--- src/rtl/cache_repl_policy.sv ---
// Victim selection and replacement-state update for a set-associative cache:
// LFSR random, per-set round-robin, or per-set tree pseudo-LRU, plus a clear sweep.
module cache_repl_policy #(
  parameter int NUMWAYS = 4,
  parameter int NUMSETS = 128,
  parameter int SETLEN  = $clog2(NUMSETS),
  parameter int MODE    = 2
) (
  input  logic               clk,
  input  logic               reset,
  input  logic               FlushStage,
  input  logic               CacheEn,
  input  logic [NUMWAYS-1:0] HitWay,
  input  logic [NUMWAYS-1:0] ValidWay,
  input  logic [SETLEN-1:0]  CacheSet,
  input  logic [SETLEN-1:0]  PAdrSet,
  input  logic               LRUWriteEn,
  input  logic               InvalidateCache,
  output logic [NUMWAYS-1:0] VictimWay,
  output logic               Busy
);
  localparam int LOGW = $clog2(NUMWAYS);
  // Wide enough for a tree (NUMWAYS-1 bits) and for a LOGW-bit pointer.
  localparam int STW  = NUMWAYS - 1;

  logic [STW-1:0]    st [NUMSETS];
  logic [7:0]        lfsr;
  logic [SETLEN-1:0] cnt;
  logic              upd, hit, we, b;
  logic [STW-1:0]    rd_vic, rd_upd, wd, nt;
  logic [SETLEN-1:0] wa;
  logic [LOGW-1:0]   pidx, vidx, hidx, aw, pv, np;

  assign upd    = LRUWriteEn & CacheEn & ~FlushStage & ~Busy;
  assign rd_vic = st[CacheSet];
  assign rd_upd = st[PAdrSet];

  // Victim: tree walk from the root, bit 1 steers to the upper half.
  always_comb begin
    pv = '0;
    b  = 1'b0;
    for (int l = 0; l < LOGW; l++) begin
      b = 1'b0;
      for (int k = 0; k < (1 << l); k++)
        if (pv == LOGW'(k)) b = rd_vic[(1 << l) - 1 + k];
      pv = (pv << 1) | LOGW'(b);
    end
    case (MODE)
      0:       pidx = lfsr[LOGW-1:0];
      1:       pidx = rd_vic[LOGW-1:0];
      default: pidx = pv;
    endcase
    vidx = pidx;
    for (int i = NUMWAYS - 1; i >= 0; i--)
      if (!ValidWay[i]) vidx = LOGW'(i);
  end

  assign VictimWay = Busy ? NUMWAYS'(1) : (NUMWAYS'(1) << vidx);

  // Update path and the single shared state write port (sweep has priority).
  always_comb begin
    hidx = '0;
    for (int i = NUMWAYS - 1; i >= 0; i--)
      if (HitWay[i]) hidx = LOGW'(i);
    hit = |HitWay;
    aw  = hit ? hidx : vidx;
    nt  = rd_upd;
    for (int l = 0; l < LOGW; l++)
      for (int k = 0; k < (1 << l); k++)
        if ((aw >> (LOGW - l)) == LOGW'(k)) nt[(1 << l) - 1 + k] = ~aw[LOGW-1-l];
    np = rd_upd[LOGW-1:0] + 1'b1;
    we = 1'b0;
    wa = PAdrSet;
    wd = rd_upd;
    if (Busy) begin
      we = 1'b1;
      wa = cnt;
      wd = '0;
    end else if (upd && MODE == 1 && !hit) begin
      we = 1'b1;
      wd = STW'(np);
    end else if (upd && MODE == 2) begin
      we = 1'b1;
      wd = nt;
    end
  end

  always_ff @(posedge clk or posedge reset) begin
    if (reset) begin
      Busy <= 1'b0;
      cnt  <= '0;
      lfsr <= 8'h01;
      for (int s = 0; s < NUMSETS; s++) st[s] <= '0;
    end else begin
      if (we) st[wa] <= wd;
      if (upd && MODE == 0) lfsr <= {lfsr[6:0], lfsr[7] ^ lfsr[5] ^ lfsr[4] ^ lfsr[3]};
      if (!Busy) begin
        if (InvalidateCache) begin
          Busy <= 1'b1;
          cnt  <= '0;
        end
      end else if (InvalidateCache) begin
        cnt <= '0;
      end else if (cnt == SETLEN'(NUMSETS - 1)) begin
        Busy <= 1'b0;
        cnt  <= '0;
      end else begin
        cnt <= cnt + 1'b1;
      end
    end
  end
endmodule

--- config.mk ---
export PLATFORM = sky130hd
export DESIGN_NAME = cache_repl_policy
export DESIGN_NICKNAME = d
export VERILOG_FILES = /design/src/rtl/cache_repl_policy.sv
export SDC_FILE = /design/constraint.sdc
export NUM_CORES = 1
export LEC_CHECK = 0
export ABC_AREA = 0
export CAP_MARGIN = 10
export CELL_PAD_IN_SITES_DETAIL_PLACEMENT = 2
export CELL_PAD_IN_SITES_GLOBAL_PLACEMENT = 2
export CORE_UTILIZATION = 44
export DETAILED_ROUTE_END_ITERATION = 7
export PLACE_DENSITY = 0.78
export SLEW_MARGIN = 30
export SYNTH_ARGS = -nofsm -noshare
export SYNTH_HDL_FRONTEND = slang
export SYNTH_SLANG_ARGS = --single-unit
--- constraint.sdc ---
create_clock -name clk -period 16.5 [get_ports clk]
set_clock_uncertainty 0.05 [all_clocks]
set_input_delay 2.475 -clock clk [delete_from_list [all_inputs] [get_ports clk]]
set_output_delay 2.475 -clock clk [all_outputs]
set_load 0.03 [all_outputs]
==> out/summary.log, run 1 <==
[outcome] run status finished with violations
[outcome] failing checks DRC
[layout] Layout fillers 4572
[clock_tree] buffers from clock root to sink, at most 3
[worst_setup_path] worst reg-to-reg path cell count 11
[global_route] GRT Residual Overflow 0
[floorplanning] Die X 221 um
[yosys] yosys synthesis warning count 0
[yosys] netlist area before placement 0.0211 mm^2
[layout] fraction of layout instances using a drive strength above 1 24.8%
[yosys] synthesized-area fraction occupied by ao, oa, aoi and oai cells 8.82%
[clock_tree] # Post-CTS Setup Buffers 0
[yosys] cell types with the highest counts after synthesis dfrtp_1 (392), nand2_1 (238), nor2_1 (174)
[placed_design] half-perimeter wire length after placement 49400 um
[layout] number of inserted diodes 0
[worst_hold_path] Hold/Removal Path Class reg -> reg
[yosys] Adder-Cell Fraction of Synth Area 0.0594%
[timing] worst setup slack after layout 6.37 ns
[placed_design] total cell area at the placement stage 0.0216 mm^2
[timing] final total negative setup slack 0 ns
[yosys] Synth Area in Simple Gates 9.93%
[worst_setup_path] CP Launch Type input port
[layout] Final Net Count 1774
[floorplanning] overall die area 0.0487 mm^2
[route] total number of vias 15800
[global_route] vias in the first global route 17000
[yosys] average cell area after synthesis 12.0 um^2
[yosys] synthesized-area fraction occupied by xor and xnor cells 0.0832%
[clock_tree] worst-skew pair later-pin latency 0.60 ns
[pwr] clock share of power 47.4%
[route] router iterations before antenna repair 8
[worst_setup_path] cells along the critical path buf_4 > buf_4 > mux4_1 > a22oi_1 > a311oi_1 > or4_1 > or4_1 > o211ai_1 > nand4_1 > a21boi_0 > nand2b_1 > nor3b_1 > clkdlybuf4s50_1
[pwr] Net Sw Frac 25.0%
[layout] Layout Area Growth over Synthesis 10.1%
[layout] final core occ 49.5%
[clock_tree] maximum level of the CTS H-tree 2
[yosys] Seq cells post-synth 392
[worst_setup_path] critical path's slowest cell buf_4
[worst_setup_path] critical path required time 13.98 ns
[global_route] antenna violations before repair 0
[yosys] cells after synthesis 1759
[yosys] share of Yosys cell area claimed by the top area cell type 46.6%
[placed_design] I/O Buffers 32
[timing] count of final setup violators 0
[worst_setup_path] arrival time of data at the critical path endpoint 7.61 ns
[yosys] share of synthesized flip-flops with an asynchronous set or reset 100%
[timing] f_max 0.0987 GHz
[clock_tree] CTS clk-pin slew, worst paths 0.06 ns
[clock_tree] number of hold buffers added after CTS 0
[placed_design] worst slack at placement 6.42 ns
[pwr] static leakage power 10.1 nW
[yosys] most frequent cell after synthesis dfrtp_1
[placed_design] Final GP Congestion 0.888
[layout] total non-filler cell area in the finished layout 0.0232 mm^2
[yosys] mux contribution to synthesized area 30.4%
[floorplanning] starting density of the core 44.9%
[timing] number of failing hold endpoints at the final stage 0
[pwr] Psw 554 uW
[timing] setup repair after global routing missed its margin no
[route] post-DR wirelength/cell 32.2 um
[clock_tree] cts bufs inserted 45
[route] routed vias/inst 6.63
[layout] area occupied by multi-input gates 0.0104 mm^2
[layout] Sequential cell area 0.00981 mm^2
[pwr] Worst VDD drop 66.6 uV
[floorplanning] Die Y-Extent 221 um
[route] Final Routed Wirelength 77000 um
[yosys] top cells by area in the synthesized netlist dfrtp_1 (47%), mux4_2 (14%), mux2_2 (8.8%)
[timing] worst slew margin relative to its limit 32.8%
[pwr] sequential share of power 44.7%
[pwr] cell-internal power 1.66 mW
[global_route] first-pass GRT wire length 116000 um
[route] number of design-rule violations left by the first detailed-router iteration 1392
[yosys] largest family of logic cells by synthesized area multiplexers
[worst_setup_path] endpoint class of the critical path output pin
[clock_tree] CTS resizes 0
[global_route] GRT Total Usage 32.5%
[yosys] library cells used by synthesis 69
[yosys] Net Count, Synth 1788
[route] total DRC errors in the routed layout 4
[timing] worst hold slack 0.441 ns
[pwr] Tot Pwr 2.22 mW
[yosys] Main synth FF type dfrtp_1
[yosys] area leader, netlist dfrtp_1
[global_route] pin count of the biggest net entering global routing 126
[floorplanning] I/O pin cnt 33
[run] max-capacitance violation count 0
[pwr] part of the total power dissipated in combinational logic 7.9%
[layout] non-filler cells, final 2387
[timing] post-route minimum period 10.13 ns
[yosys] sequential area share after synthesis 46.6%
[worst_setup_path] kind of critical path in -> out
[clock_tree] root buffer cell clkbuf_16
[floorplanning] standard cell core area 0.0469 mm^2
[route] Final ANT Viol Nets 0
[worst_setup_path] biggest fanout along the worst timing path 54
[yosys] number of enable-type register cells in the synthesized netlist 0
[worst_setup_path] delay of the slowest cell on the worst path 0.83 ns
[floorplanning] number of placement rows 79
[pwr] Power Density 95.8 mW/mm^2
[clock_tree] CTS tree built
[worst_hold_path] Worst Hold Path Cells 2
[placed_design] Cells after DPL 2303
[timing] number of slew-limit violations in the final report 0
[clock_tree] number of sinks on the clock net 392
[timing] period utilization 61.4%
[timing] slew of the pin with the lowest slew margin 1.01 ns
-- state kept, by name, indices dropped and copies added (netlist names) --
signal and count:
Busy 1, cnt 7, st 384
-- power groups by stage --
stage,registers [mW],clock network (mW),logic [mW]
floorplan,1.00,0,0.115
global placement,1.01,0,0.166
detailed placement,1.01,0,0.173
CTS,0.991,1.07,0.174
global route,0.993,1.09,0.187
finish,0.992,1.05,0.176
-- cells in the final DEF, fill, tap and decap left out, types with 6 or more instances in the layout --
cell type | Yosys | final
dfrtp_1 | 392 | 392
nand2_1 | 238 | 237
nor2_1 | 174 | 172
mux2_2 | 165 | 165
mux4_2 | 130 | 130
o21ai_0 | 128 | 127
a21oi_1 | 82 | 81
mux2i_1 | 70 | 70
clkbuf_16 | 0 | 47
nand3_1 | 29 | 28
mux2_4 | 28 | 28
buf_4 | 15 | 28
clkdlybuf4s50_1 | 0 | 26
a22oi_1 | 23 | 23
mux4_1 | 19 | 19
inv_1 | 17 | 16
nor2b_1 | 13 | 13
clkbuf_8 | 0 | 13
clkbuf_1 | 39 | 12
nor3_1 | 9 | 9
o22ai_1 | 9 | 9
a32oi_1 | 7 | 7
nand2b_1 | 7 | 7
o211ai_1 | 7 | 7
nand4_1 | 6 | 6
clkinv_2 | 0 | 6
-- cell families (layout without fill, tap and decap cells) --
kind of cell               after synthesis  count (layout)
AOI/OAI and AO/OA                      310             310
xor gates and xnor gates                 2               2
adders and majority gates                1               1
buffers and inverters                  139             160
DFF                                    392             392
muxes                                  412             412
and+or+nand+nor                        503             503
-- layout make-up --
cell class | count | share of cell area (%)
Clock buffer | 72 | 6.04
Inverter | 18 | 0.324
Clock inverter | 10 | 0.556
Sequential cell | 392 | 42.3
Tap cell | 607 | 3.28
Multi-Input combinational cell | 1228 | 45.0
Timing Repair Buffer | 60 | 2.46
-- metal layers --
layer	up-vias	wire [um]	global-route usage (%)
li1	6449	-	-
met4	0	2510	11.2
met5	-	0	0
met2	575	36200	50.8
met1	8647	33200	45.6
met3	150	5070	5.92
-- critical path, delay by kind of cell --
family	cells	cell delay [ns]
AO/OA/AOI/OAI	4	0.82
buffers and inverters	3	2.03
multiplexers	1	0.66
AND/OR/NAND/NOR	5	1.58
-- path summary, 6_finish.rpt --
| check | end | start | slack, ns |
|---|---|---|---|
| max in group asynchronous | st[44] | reset | 11.24 |
| min in group asynchronous | st[288] | reset | 2.22 |
| hold / removal | st[231] | st[231] | 0.44 |
| hold reg to reg | st[231] | st[231] | 0.44 |
| setup reg to reg | st[155] | st[139] | 11.77 |
| setup / recovery | VictimWay[2] | CacheSet[0] | 6.37 |
Note: power is estimated with default switching activity, not from simulation.
==> inputs of run 2 (changes only) <==
==> constraint.sdc (replaced) <==
create_clock -name clk -period 9.9 [get_ports clk]
set_clock_uncertainty 0.05 [all_clocks]
set_input_delay 1.485 -clock clk [delete_from_list [all_inputs] [get_ports clk]]
set_output_delay 1.485 -clock clk [all_outputs]
set_load 0.03 [all_outputs]
==> run 2 against run 1 <==
Effect of this change:
- the run still ends with DRC left
- cell count is 0.21% higher
- sequential share of layout area is 0.33 points lower
- die area stayed put
- design area rose by 0.78%
- clock-buffer cell count did not move
- global-route usage is 0.25 points lower
- total power increased by 73%
- clock power increased by 81%
- combinational power increased by 66%
- non-clock buffer count up 2
- utilization grew 0.38 points
- critical path type unchanged
- highest routed layer is now met5
==> out/summary.log, run 2 (synthesis gave the netlist of run 1 again) <==
[outcome] run status finished with violations
[outcome] failing checks DRC
[layout] register bank with the most flops st
[layout] Sequential cell area 0.00981 mm^2 [unchanged]
[timing] slew of the pin with the lowest slew margin 1.08 ns [+0.0759 ns]
[global_route] first-pass GRT wire length 115000 um [-0.53%]
[route] Final ANT Viol Nets 0 [unchanged]
[timing] worst hold slack 0.433 ns [-0.00815 ns]
[route] Final Routed Wirelength 76400 um [-0.73%]
[clock_tree] root buffer cell clkbuf_16
[route] number of design-rule violations left by the first detailed-router iteration 1469 [+5.5%]
[clock_tree] worst-skew pair later-pin latency 0.59 ns [about the same]
[route] router iterations before antenna repair 7 [-1]
[global_route] global routing's busiest layer met2
[layout] registers with the most flip-flops st: 384 flops, cnt: 7 flops, Busy: 1 flops
[placed_design] I/O Buffers 32 [unchanged]
[pwr] Worst VDD drop 104 uV [+56%]
[pwr] Tot Pwr 3.84 mW [+73%]
[layout] Layout fillers 4504 [-1.5%]
[run] max-capacitance violation count 0 [unchanged]
[layout] total non-filler cell area in the finished layout 0.0234 mm^2 [+0.78%]
[layout] flip-flop count of the largest register after layout 384 [unchanged]
[pwr] static leakage power 10.2 nW [+0.90%]
[timing] setup repair after global routing missed its margin no
[route] total DRC errors in the routed layout 10 [+6]
[global_route] vias in the first global route 17100 [+0.53%]
[timing] number of failing hold endpoints at the final stage 0 [unchanged]
[floorplanning] I/O pin cnt 33 [unchanged]
[placed_design] Cells after DPL 2306 [+0.13%]
[timing] number of slew-limit violations in the final report 0 [unchanged]
[floorplanning] starting density of the core 44.9% [unchanged]
[worst_setup_path] worst reg-to-reg path cell count 12 [+1]
[global_route] antenna violations before repair 2 [+2]
[placed_design] Final GP Congestion 0.881 [-0.83%]
[clock_tree] cts bufs inserted 47 [+4.4%]
[clock_tree] maximum level of the CTS H-tree 2 [unchanged]
[timing] final total negative setup slack 0 ns [unchanged]
[timing] worst slew margin relative to its limit 27.7% [-5.1 points]
[floorplanning] number of placement rows 79 [unchanged]
[clock_tree] CTS tree built
[floorplanning] overall die area 0.0487 mm^2 [unchanged]
[placed_design] total cell area at the placement stage 0.0216 mm^2 [+0.27%]
[layout] Layout Area Growth over Synthesis 10.9%
[timing] post-route minimum period 7.84 ns
[floorplanning] Die X 221 um [unchanged]
[worst_setup_path] CP Launch Type input port
[global_route] GRT Total Usage 32.3% [-0.25 points]
[clock_tree] # Post-CTS Setup Buffers 0 [unchanged]
[layout] commonest cells after routing, fill and taps aside dfrtp_1 (392), nand2_1 (238), nor2_1 (172)
[route] routed vias/inst 6.65 [+0.39%]
[clock_tree] number of hold buffers added after CTS 0 [unchanged]
[floorplanning] standard cell core area 0.0469 mm^2 [unchanged]
[worst_hold_path] Worst Hold Path Cells 2 [unchanged]
[worst_setup_path] biggest fanout along the worst timing path 38 [-30%]
[timing] period utilization 79.2%
[global_route] met3 Usage GRT 6.58% [+0.66 points]
[global_route] pin count of the biggest net entering global routing 148 [+17%]
[pwr] Power Density 165 mW/mm^2 [+72%]
[worst_hold_path] Hold/Removal Path Class reg -> reg
[clock_tree] number of sinks on the clock net 392 [unchanged]
[worst_setup_path] arrival time of data at the critical path endpoint 6.31 ns [-1.30 ns]
[global_route] GR Layer Usage met1 44.6% [-1.0 points]
[timing] f_max 0.127 GHz
[worst_setup_path] critical path required time 8.37 ns [-5.61 ns]
[floorplanning] Die Y-Extent 221 um [unchanged]
[worst_setup_path] kind of critical path in -> out
[layout] most frequent standard cell in the layout excluding fill and tap cells dfrtp_1
[route] post-DR wirelength/cell 31.9 um [-0.94%]
[layout] non-filler cells, final 2392 [+0.21%]
[route] total number of vias 15900 [+0.60%]
[layout] fraction of layout instances using a drive strength above 1 25.2% [+0.39 points]
[global_route] global-route met2 utilization 51.2% [+0.44 points]
[worst_setup_path] endpoint class of the critical path output pin
[timing] count of final setup violators 0 [unchanged]
[placed_design] half-perimeter wire length after placement 49500 um [+0.23%]
[clock_tree] CTS resizes 0 [unchanged]
[layout] area occupied by multi-input gates 0.0104 mm^2 [about the same]
[clock_tree] buffers from clock root to sink, at most 3 [unchanged]
[global_route] GRT Residual Overflow 0 [unchanged]
[layout] Final Net Count 1778 [+0.23%]
[clock_tree] CTS clk-pin slew, worst paths 0.06 ns [about the same]
## run 2: changes by cell type in the layout (fill, tap and decap cells not counted), moves of 2 or more
cell,before,now
buf_12,0,5
bufinv_16,3,6
clkbuf_1,12,6
buf_16,2,0
buf_6,4,2
clkbuf_8,13,17
clkbuf_16,47,49
## run 2: worst paths after layout
kind | slack (ns) | start | to
worst max-delay path | 2.06 | CacheSet[0] | VictimWay[2]
worst min-delay path | 0.43 | st[117] | st[117]
worst max register to register | 4.97 | st[43] | st[173]
worst min register to register | 0.43 | st[117] | st[117]
max in group asynchronous | 7.25 | reset | st[36]
min in group asynchronous | 1.20 | reset | st[304]
## run 2: stage by stage
stage / worst slack, ns / util, %
floorplan: 3.09 / -
global placement: 2.19 / 46.1
detailed placement: 2.16 / 46.2
CTS: 2.14 / 49.8
global route: 1.87 / 49.8
finish: 2.06 / 49.8
## run 2: cell type report
class	count	area share, %
multi-input combinational	1228	44.6
sequential	392	42.0
clock buffer	72	6.35
tap	607	3.25
timing repair buffer	62	2.56
clock inverter	12	0.900
inverter	18	0.305
antenna	1	0.0107
## run 2: layer usage
layer / share of wire (%) / wire length, um
met1: 42 / 32500
met2: 48 / 36300
met3: 7.3 / 5550
met4: 2.7 / 2070
met5: 0.031 / 24
## run 2: worst max-delay path, stage by stage
cell and delay, ns:
buf_4 0.50, buf_4 0.51, mux4_1 0.62, a22oi_1 0.21
a311oi_1 0.17, or4_1 0.49, or4_1 0.43, o211ai_1 0.19
nand4_1 0.24, a21boi_0 0.31, nand2b_1 0.19, nor3b_1 0.21
clkdlybuf4s50_1 0.71
## run 2: where the power goes
group | internal [mW] | switching, mW | total [mW] | leakage [nW]
clock network | 1.18 | 0.717 | 1.90 | 0.841
logic | 0.102 | 0.191 | 0.292 | 3.99
registers | 1.63 | 0.0260 | 1.65 | 5.40
